===== src/rtl/ts_sync_lock_detector_if.sv =====
// Byte-stream bundle between the upstream FIFO/mux stage and the TS lock detector,
// including the detector's aligned output stream and its QoS counters.
interface ts_sync_lock_detector_if #(
   parameter int unsigned CNT_W = 16
);
   logic [9:0]       data_in;
   logic [7:0]       data_out;
   logic             valid_out;
   logic             pkt_start;
   logic             lock;
   logic [CNT_W-1:0] pkt_cnt;
   logic [CNT_W-1:0] sync_err_cnt;
   logic [CNT_W-1:0] lock_loss_cnt;

   modport master (
      output data_in,
      input  data_out, valid_out, pkt_start, lock,
      input  pkt_cnt, sync_err_cnt, lock_loss_cnt
   );

   modport slave (
      input  data_in,
      output data_out, valid_out, pkt_start, lock,
      output pkt_cnt, sync_err_cnt, lock_loss_cnt
   );
endinterface


===== src/rtl/ts_sync_lock_detector.sv =====
// MPEG-2 TS packet alignment: acquires lock on SYNC_BYTE at PKT_LEN spacing, flywheels
// through corrupted sync bytes, emits aligned bytes with a packet-start strobe and QoS counters.
module ts_sync_lock_detector #(
   parameter int unsigned PKT_LEN    = 188,
   parameter logic [7:0]  SYNC_BYTE  = 8'h47,
   parameter int unsigned LOCK_CNT   = 3,
   parameter int unsigned UNLOCK_CNT = 3,
   parameter int unsigned CNT_W      = 16
) (
   input  logic                    clk,
   input  logic                    rst,
   ts_sync_lock_detector_if.slave  bus
);
   localparam int unsigned POS_W  = $clog2(PKT_LEN);
   localparam int unsigned HIT_W  = $clog2(LOCK_CNT + 1);
   localparam int unsigned MISS_W = $clog2(UNLOCK_CNT + 1);

   typedef enum logic [1:0] {SEARCH, VERIFY, LOCKED} state_t;

   state_t            state;
   logic [POS_W-1:0]  pos;
   logic [POS_W-1:0]  pos_next;
   logic [HIT_W-1:0]  hit;
   logic [MISS_W-1:0] miss;
   logic [7:0]        data_q;
   logic              valid_q;
   logic              start_q;
   logic              lock_q;
   logic [CNT_W-1:0]  pkt_cnt_q;
   logic [CNT_W-1:0]  sync_err_q;
   logic [CNT_W-1:0]  lock_loss_q;

   logic in_valid;
   logic is_sync;
   logic at_start;
   logic unused_sync_flag;

   // The upstream sync flag is advisory only; the byte compare decides.
   assign unused_sync_flag = bus.data_in[8];
   assign in_valid = bus.data_in[9];
   assign is_sync  = (bus.data_in[7:0] == SYNC_BYTE);
   assign at_start = (pos == '0);
   assign pos_next = (pos == POS_W'(PKT_LEN - 1)) ? '0 : pos + POS_W'(1);

   function automatic logic [CNT_W-1:0] sat_inc(input logic [CNT_W-1:0] v);
      return (&v) ? v : v + CNT_W'(1);
   endfunction

   always_ff @(posedge clk or posedge rst) begin
      if (rst) begin
         state       <= SEARCH;
         pos         <= '0;
         hit         <= '0;
         miss        <= '0;
         data_q      <= '0;
         valid_q     <= 1'b0;
         start_q     <= 1'b0;
         lock_q      <= 1'b0;
         pkt_cnt_q   <= '0;
         sync_err_q  <= '0;
         lock_loss_q <= '0;
      end else begin
         valid_q <= 1'b0;
         start_q <= 1'b0;
         if (in_valid) begin
            data_q <= bus.data_in[7:0];
            pos    <= pos_next;
            case (state)
               SEARCH: begin
                  if (is_sync) begin
                     state <= VERIFY;
                     hit   <= HIT_W'(1);
                     pos   <= POS_W'(1);
                  end else begin
                     pos <= '0;
                  end
               end
               VERIFY: begin
                  if (at_start) begin
                     if (!is_sync) begin
                        state <= SEARCH;
                        pos   <= '0;
                     end else if (hit == HIT_W'(LOCK_CNT - 1)) begin
                        state     <= LOCKED;
                        lock_q    <= 1'b1;
                        miss      <= '0;
                        pkt_cnt_q <= sat_inc(pkt_cnt_q);
                        valid_q   <= 1'b1;
                        start_q   <= 1'b1;
                     end else begin
                        hit <= hit + HIT_W'(1);
                     end
                  end
               end
               LOCKED: begin
                  valid_q <= 1'b1;
                  start_q <= at_start;
                  if (at_start) begin
                     if (is_sync) begin
                        miss      <= '0;
                        pkt_cnt_q <= sat_inc(pkt_cnt_q);
                     end else begin
                        sync_err_q <= sat_inc(sync_err_q);
                        // Final miss: the byte is suppressed and lock drops on the same edge.
                        if (miss == MISS_W'(UNLOCK_CNT - 1)) begin
                           state       <= SEARCH;
                           lock_q      <= 1'b0;
                           miss        <= '0;
                           pos         <= '0;
                           lock_loss_q <= sat_inc(lock_loss_q);
                           valid_q     <= 1'b0;
                           start_q     <= 1'b0;
                        end else begin
                           miss <= miss + MISS_W'(1);
                        end
                     end
                  end
               end
               default: begin
                  state <= SEARCH;
                  pos   <= '0;
               end
            endcase
         end
      end
   end

   assign bus.data_out      = data_q;
   assign bus.valid_out     = valid_q;
   assign bus.pkt_start     = start_q;
   assign bus.lock          = lock_q;
   assign bus.pkt_cnt       = pkt_cnt_q;
   assign bus.sync_err_cnt  = sync_err_q;
   assign bus.lock_loss_cnt = lock_loss_q;
endmodule


===== src/flat_wrapper.sv =====
// flat-port wrapper written by rule: the top's interface ports become plain ports
module ts_sync_lock_detector_flat 
#(
   parameter int unsigned PKT_LEN    = 188,
   parameter logic [7:0]  SYNC_BYTE  = 8'h47,
   parameter int unsigned LOCK_CNT   = 3,
   parameter int unsigned UNLOCK_CNT = 3,
   parameter int unsigned CNT_W      = 16
)
  (clk, rst, bus_data_in, bus_data_out, bus_valid_out, bus_pkt_start, bus_lock, bus_pkt_cnt, bus_sync_err_cnt, bus_lock_loss_cnt);
  ts_sync_lock_detector_if #(.CNT_W(CNT_W)) bus_i ();
  input  logic clk;
  input  logic rst;
  input wire logic [$bits(bus_i.data_in)-1:0] bus_data_in;
  output wire logic [$bits(bus_i.data_out)-1:0] bus_data_out;
  output wire logic [$bits(bus_i.valid_out)-1:0] bus_valid_out;
  output wire logic [$bits(bus_i.pkt_start)-1:0] bus_pkt_start;
  output wire logic [$bits(bus_i.lock)-1:0] bus_lock;
  output wire logic [$bits(bus_i.pkt_cnt)-1:0] bus_pkt_cnt;
  output wire logic [$bits(bus_i.sync_err_cnt)-1:0] bus_sync_err_cnt;
  output wire logic [$bits(bus_i.lock_loss_cnt)-1:0] bus_lock_loss_cnt;
  assign bus_i.data_in = bus_data_in;
  assign bus_data_out = bus_i.data_out;
  assign bus_valid_out = bus_i.valid_out;
  assign bus_pkt_start = bus_i.pkt_start;
  assign bus_lock = bus_i.lock;
  assign bus_pkt_cnt = bus_i.pkt_cnt;
  assign bus_sync_err_cnt = bus_i.sync_err_cnt;
  assign bus_lock_loss_cnt = bus_i.lock_loss_cnt;
  ts_sync_lock_detector #(.PKT_LEN(PKT_LEN), .SYNC_BYTE(SYNC_BYTE), .LOCK_CNT(LOCK_CNT), .UNLOCK_CNT(UNLOCK_CNT), .CNT_W(CNT_W)) u_core (.clk(clk), .rst(rst), .bus(bus_i));
endmodule

===== config.mk =====
export PLATFORM = sky130hd
export DESIGN_NAME = ts_sync_lock_detector_flat
export DESIGN_NICKNAME = d
export VERILOG_FILES = /design/src/rtl/ts_sync_lock_detector_if.sv /design/src/rtl/ts_sync_lock_detector.sv /design/src/flat_wrapper.sv
export SDC_FILE = /design/constraint.sdc
export NUM_CORES = 1
export LEC_CHECK = 0
export CAP_MARGIN = 20
export CORE_MARGIN = 10
export CORE_UTILIZATION = 35
export DETAILED_ROUTE_END_ITERATION = 7
export SLEW_MARGIN = 10
export SYNTH_ARGS = -nofsm -noshare
export SYNTH_HDL_FRONTEND = slang
export SYNTH_SLANG_ARGS = --single-unit

===== constraint.sdc =====
create_clock -name clk -period 2.31 [get_ports clk]
set_input_delay 0.462 -clock clk [delete_from_list [all_inputs] [get_ports clk]]
set_output_delay 0.462 -clock clk [all_outputs]
set_load 0.02 [all_outputs]

Yosys cells after proc, flatten, opt, wreduce, memory -nomap -nowiden
Index checks and enable logic that the tools add are counted.
- register bits after elaboration: 73
- bits of input ports: 12
- output and inout port bits: 59
- logic and storage cells: 102
- add/sub/neg operators: 6
- eq/ne operators: 16
- muxes and demuxes: 52
- bitwise logic cells: 3
- reduce and logical (&&, ||, !) cells: 14
- operators by type and width (operator ; number):
    two-way mux 16 bit ; 6
    adder 16 x 1 -> 16 bit, second input constant ; 3
    two-way mux 8 bit ; 6
    AND reduction 16 bit ; 3
    two-way mux 2 bit ; 16
    case mux 16 bit (2 select lines) ; 1
    case mux 8 bit (3 select lines) ; 1
    AND reduction 6 bit ; 3
    two-way mux 1 bit ; 16
    inequality test 2 x 1 -> 1 bit, second input constant ; 7
    AND reduction 7 bit ; 2
    adder 8 x 1 -> 8 bit, second input constant ; 1
    == test 8 x 7 -> 1 bit, second input constant ; 1
    == test 8 bit, second input constant ; 1
    zero test 8 bit ; 1
    case mux 2 bit (2 select lines) ; 2
    AND reduction 8 bit ; 1
    == test 2 bit, second input constant ; 3
    case mux 1 bit (2 select lines) ; 3
    case mux 2 bit (3 select lines) ; 1
    AND reduction 5 bit ; 1
    adder 2 x 1 -> 2 bit, second input constant ; 2
    inequality test 2 bit, second input constant ; 2
    nonzero test 2 bit ; 2
    other kinds (4) ; 6

Longest topological paths before layout
- word-level depth: 6
- gate-level depth with buffers: 9
- gate-level depth less buffers: 7

Worst setup path before layout
No wires, ideal clock.
- kind: flip-flop to flip-flop
- start: register u_core.lock_loss_q[0] (netlist: u_core.bus.lock_loss_cnt[0])
- end: register u_core.lock_loss_q[14] (netlist: u_core.bus.lock_loss_cnt[14])
- data arrival time: 2.115 ns
- slack: 0.070 ns
- cell stages (with the launch flop): 7
- path buffers: 0
- period minus slack after synthesis: 2.240 ns
- path through: dfrtp_1 ha_1 inv_1 nor4_1 or4b_1 nor3_1 mux2_2
- cells in the longest elaborated chain, start to end: 3
- elaborated cells between the ends (all ways): 4
- those cells by class: add/sub: 1; bitwise: 1; reduce/logical: 2
- ends and longest elaborated chain (what ; line ; source):
    from (decl) ; ts_sync_lock_detector.sv:31 ; logic [CNT_W-1:0] lock_loss_q;
    from (signal assigned) ; ts_sync_lock_detector.sv:110 ; lock_loss_q <= sat_inc(lock_loss_q);
    parallel branches: the longest is 3 deep, another holds adder 16 x 1 -> 16 bit ; n/a ;
Parallel ways; which one is timed is not known.
A chain may end at the register's enable or synchronous reset.

Final worst setup path
- start: register u_core.pos[0]
- end: register u_core.lock_loss_q[14] (netlist: u_core.bus.lock_loss_cnt[14])
- cells in the longest elaborated chain, start to end: 2
- ends and longest elaborated chain (what ; line ; source):
    from (decl) ; ts_sync_lock_detector.sv:21 ; logic [POS_W-1:0] pos;
    from (signal assigned) ; ts_sync_lock_detector.sv:67 ; pos <= pos_next;
    zero test 8 bit ; ts_sync_lock_detector.sv:42 ; assign at_start = (pos == '0);
    AND reduction 6 bit (no source line) ; n/a ;
No other way between the ends.

==> impl_metrics.py <==
metrics = {
    "timing": {
        "report.final.slew_viol_count": 0,
        "period_needed_ns": 2.230,
        "maxClockFrequency_mhz": 448.3,
        "grt_setup_unrepaired": "yes",
        "final-hold-violation-count": 0,
        "finalCritPeriodShare": 0.9656,
        "tightestPinTransition_ns": 0.5380,
        "timing.final.setup_violations": 0,
        "skew_ns": 0.009070,
        "worst_slew_margin_rel": 0.6380,
    },
    "grt": {
        "number_of_antenna_violations_at_the_first_check_in_global_routing": 0,
        "grt_first_pass_wirelength_um": 15900,
        "number_of_global_route_vias_before_repair": 3244,
        "grt_use_total": 0.1258,
        "grt-ovfl-total": 0,
        "maximum_number_of_pins_on_one_net_before_global_route_repair": 41,
    },
    "critical_path": {
        "critPathKind": "reg2reg",
        "worst_path_dominant_cell_family": "simple AND/OR/NAND/NOR gates",
        "critical_path_buf_inv_count": 1,
        "crit_path_max_fanout": 4,
        "cp_data_arrival_time_ns": 2.45,
        "end_kind": "register",
        "rr_startpoint": "u_core.pos[0]",
        "setup_crit_start": "u_core.pos[0]",
        "required_ns": 2.53,
        "crit_chain": "inv_1 > ha_1 > nor3b_4 > nand2_2 > or4b_1 > nor3_1 > mux2_2",
        "critical_path.max_stage_delay_ns": 0.60,
        "critical_path.startpoint_type": "register",
        "cp_slowest_cell": "sky130_fd_sc_hd__or4b_1",
        "reg2reg_slack_ns": 0.08,
    },
    "cts": {
        "h-tree-depth": 3,
        "clock_latency_at_the_later_pin_of_the_worst_skew_pair_ns": 0.34,
        "cts_tree": "built",
        "clock-sinks": 73,
        "cts.clk_slew.worst_paths_ns": 0.08,
        "cts.root.buffer_cell": "sky130_fd_sc_hd__clkbuf_8",
        "ctsLongestPathBuffers": 2,
        "ctsHoldBuffers": 0,
        "cts_made_buffers": 9,
    },
    "pwr": {
        "peakVddDrop_mv": 0.4640,
        "sequentialPowerShare": 0.430,
        "internal_power_w": 0.002377,
        "netSwitchingFraction": 0.3060,
        "pwr-share-clk": 0.303,
        "pwr-share-comb": 0.267,
        "leakagePower_nw": 2.244,
        "switching_power_w": 0.001048,
        "power_density_nw_per_um2": 656.7,
    },
    "floorplanning": {
        "boundaryPins": 71,
        "area_of_the_core_um2": 10420,
        "initial_core_util": 0.3630,
        "fp.dieH_um": 123.9,
        "row_cnt": 37,
        "floorplan.die.width_um": 123.9,
        "full_die_area_um2": 15360,
    },
    "cells_and_area": {
        "diodes": 0,
        "layout-area-overhead-vs-synth_pct": 37.95,
        "layout.cell_area.non_filler_um2": 5216,
        "final_core_utilization": 0.5008,
        "finish.net_count": 491,
        "final_layout_size_suffix_gt1_frac": 0.1941,
    },
    "outcome": {
        "status": "finished clean",
    },
    "yosys": {
        "synth_mux_area_frac": 0.04964,
        "synthXorXnorAreaFrac": 0.09265,
        "ys_warn_count": 0,
        "compound_cell_area_share_of_the_yosys_netlist": 0.1019,
        "post_synth_and_or_nand_nor_area_fraction": 0.2118,
        "post_synth_num_cell_types": 62,
        "synth.avg_cell_area_um2": 10.83,
        "register_area_share_after_synthesis": 0.4831,
        "share_of_synthesized_cell_area_in_full_adder_half_adder_and_majority_cells": 0.03309,
        "post_synth_inst_count": 349,
        "ys.flop_type": "sky130_fd_sc_hd__dfrtp_1",
        "postSynth.asyncResetShare": 1.000,
        "synth_fp_nets": 371,
        "synth-edff-count": 0,
        "netlist_area_um2": 3781,
        "synth-seq-cells": 73,
        "largest_family_of_logic_cells_by_synthesized_area": "simple AND/OR/NAND/NOR gates",
    },
    "placement": {
        "buffers_added_on_ports": 69,
        "dpl_cell_area_um2": 4971,
        "place.gp.congestion": 0.8196,
        "post-dp-hpwl_um": 6775,
    },
    "routing": {
        "finalWirelength_um": 9022,
        "detailedRoute.firstPassIterationCount": 4,
        "ant_nets": 0,
        "detail_route.vias_per_cell": 4.990,
        "detailroute.via_count": 3044,
        "initialDrtViolationCount": 219,
        "wl_per_cell_um": 14.79,
        "drc": 0,
    },
    "run": {
        "max_cap_viol_count": 0,
    },
    "worst_hold_path": {
        "worst_hold_startpoint": "bus_data_in[6]",
        "worst_hold_class": "in2reg",
    },
}
[power by group through the flow]
| stage | clock network, W | logic [W] | registers (W) |
|---|---|---|---|
| 2_1_floorplan | 0 | 0.000424 | 0.00157 |
| 3_3_place_gp | 0 | 0.000910 | 0.00149 |
| 3_5_place_dp | 0 | 0.000920 | 0.00150 |
| 4_1_cts | 0.00107 | 0.000931 | 0.00147 |
| 5_1_grt | 0.00114 | 0.00102 | 0.00149 |
| 6_report | 0.00104 | 0.000916 | 0.00147 |
[final cells by class]
type                       instances  area [um^2]
clock inverter                     4        51.30
clock buffer                      12        155.1
fill                             976         5200
timing repair buffer             116         1079
multi-input combinational        253         1871
tap                              136        170.2
sequential                        73         1827
inverter                          16        63.81
[cells in the final DEF (no fill, tap or decap), drive strengths merged, types with 4 or more instances in the layout]
cell type	Yosys	layout
a21oi	7	7
a31oi	6	6
and2	6	6
and3	11	11
and4	5	5
buf	4	47
clkbuf	3	12
clkdlybuf4s50	0	65
dfrtp	73	73
ha	10	10
inv	16	15
mux2	14	14
nand2	30	30
nand2b	6	6
nand3	26	26
nand4	15	15
nor2	12	12
nor3	10	10
nor4	4	4
o21ai	6	6
xnor2	30	30
xor2	10	10
[sequential cells by signal, indices dropped and copies added (netlist names)]
name,cells
u_core.bus.lock,1
u_core.state,2
u_core.bus.sync_err_cnt,16
u_core.miss,2
u_core.hit,2
u_core.bus.pkt_cnt,16
u_core.bus.lock_loss_cnt,16
u_core.pos,8
u_core.bus.valid_out,1
u_core.bus.pkt_start,1
u_core.bus.data_out,8
[cell usage after synthesis (all sizes together) (3+ instances only)]
| cell | number | area (um^2) |
|---|---|---|
| dfrtp | 73 | 1827 |
| nand2 | 30 | 115.1 |
| xnor2 | 30 | 262.8 |
| nand3 | 26 | 130.1 |
| inv | 16 | 60.06 |
| nand4 | 15 | 93.84 |
| mux2 | 14 | 157.6 |
| nor2 | 12 | 52.55 |
| and3 | 11 | 70.07 |
| ha | 10 | 125.1 |
| nor3 | 10 | 50.05 |
| xor2 | 10 | 87.58 |
| a21oi | 7 | 35.03 |
| a31oi | 6 | 37.54 |
| and2 | 6 | 38.79 |
| nand2b | 6 | 37.54 |
| o21ai | 6 | 30.03 |
| and4 | 5 | 43.79 |
| buf | 4 | 33.78 |
| nor4 | 4 | 40.04 |
| a211oi | 3 | 27.52 |
| a22o | 3 | 26.28 |
| a41oi | 3 | 26.28 |
| clkbuf | 3 | 11.26 |
| mux2i | 3 | 30.03 |
| or3 | 3 | 23.77 |
| or4b | 3 | 33.78 |
[through the flow]
step / setup slack (ns) / TNS (ns) / power (W) / hold slack, ns / std cells
floorplan: 0.07035 / 0 / 0.001999 / 0.4700 / 349
global placement: -0.4091 / -16.49 / 0.002402 / 0.4787 / 593
detailed placement: -0.4557 / -18.01 / 0.002417 / 0.4803 / 593
CTS: 0.005178 / 0 / 0.003476 / 0.4957 / 610
global route: -0.07082 / -0.07082 / 0.003646 / 0.3943 / 610
finish: 0.07952 / 0 / 0.003426 / 0.3987 / 610
[kinds of logic after synthesis]
family	count (synthesis)
AOI/OAI and AO/OA	47
xor gates and xnor gates	40
adders and majority gates	10
buffers and inverters	23
DFF	73
muxes	17
and+or+nand+nor	139
[metal layers]
layer	part of all wire	wire, um	GRT usage
met5	0	0	0
met3	0.062	558	0.04570
met1	0.43	3899	0.1507
met4	0.0081	73	0.03094
met2	0.50	4489	0.2106
[repair_timing]
item,CTS,global route
buffers inserted,1,0
setup endpoints to repair,16,17
pin swaps,8,3
resized for setup,5,5
[final timing paths]
| path | to | cells past startpoint |
|---|---|---|
| min in group asynchronous | u_core.bus.lock_loss_cnt[13] | 3 |
| worst min register to register | u_core.bus.pkt_cnt[4] | 1 |
| worst max register to register | u_core.bus.lock_loss_cnt[14] | 7 |
| worst min-delay path | u_core.bus.data_out[6] | 2 |
| max in group asynchronous | u_core.bus.data_out[1] | 3 |
| worst max-delay path | u_core.bus.lock_loss_cnt[14] | 7 |
No activity file was read; power rests on OpenSTA's default activity.
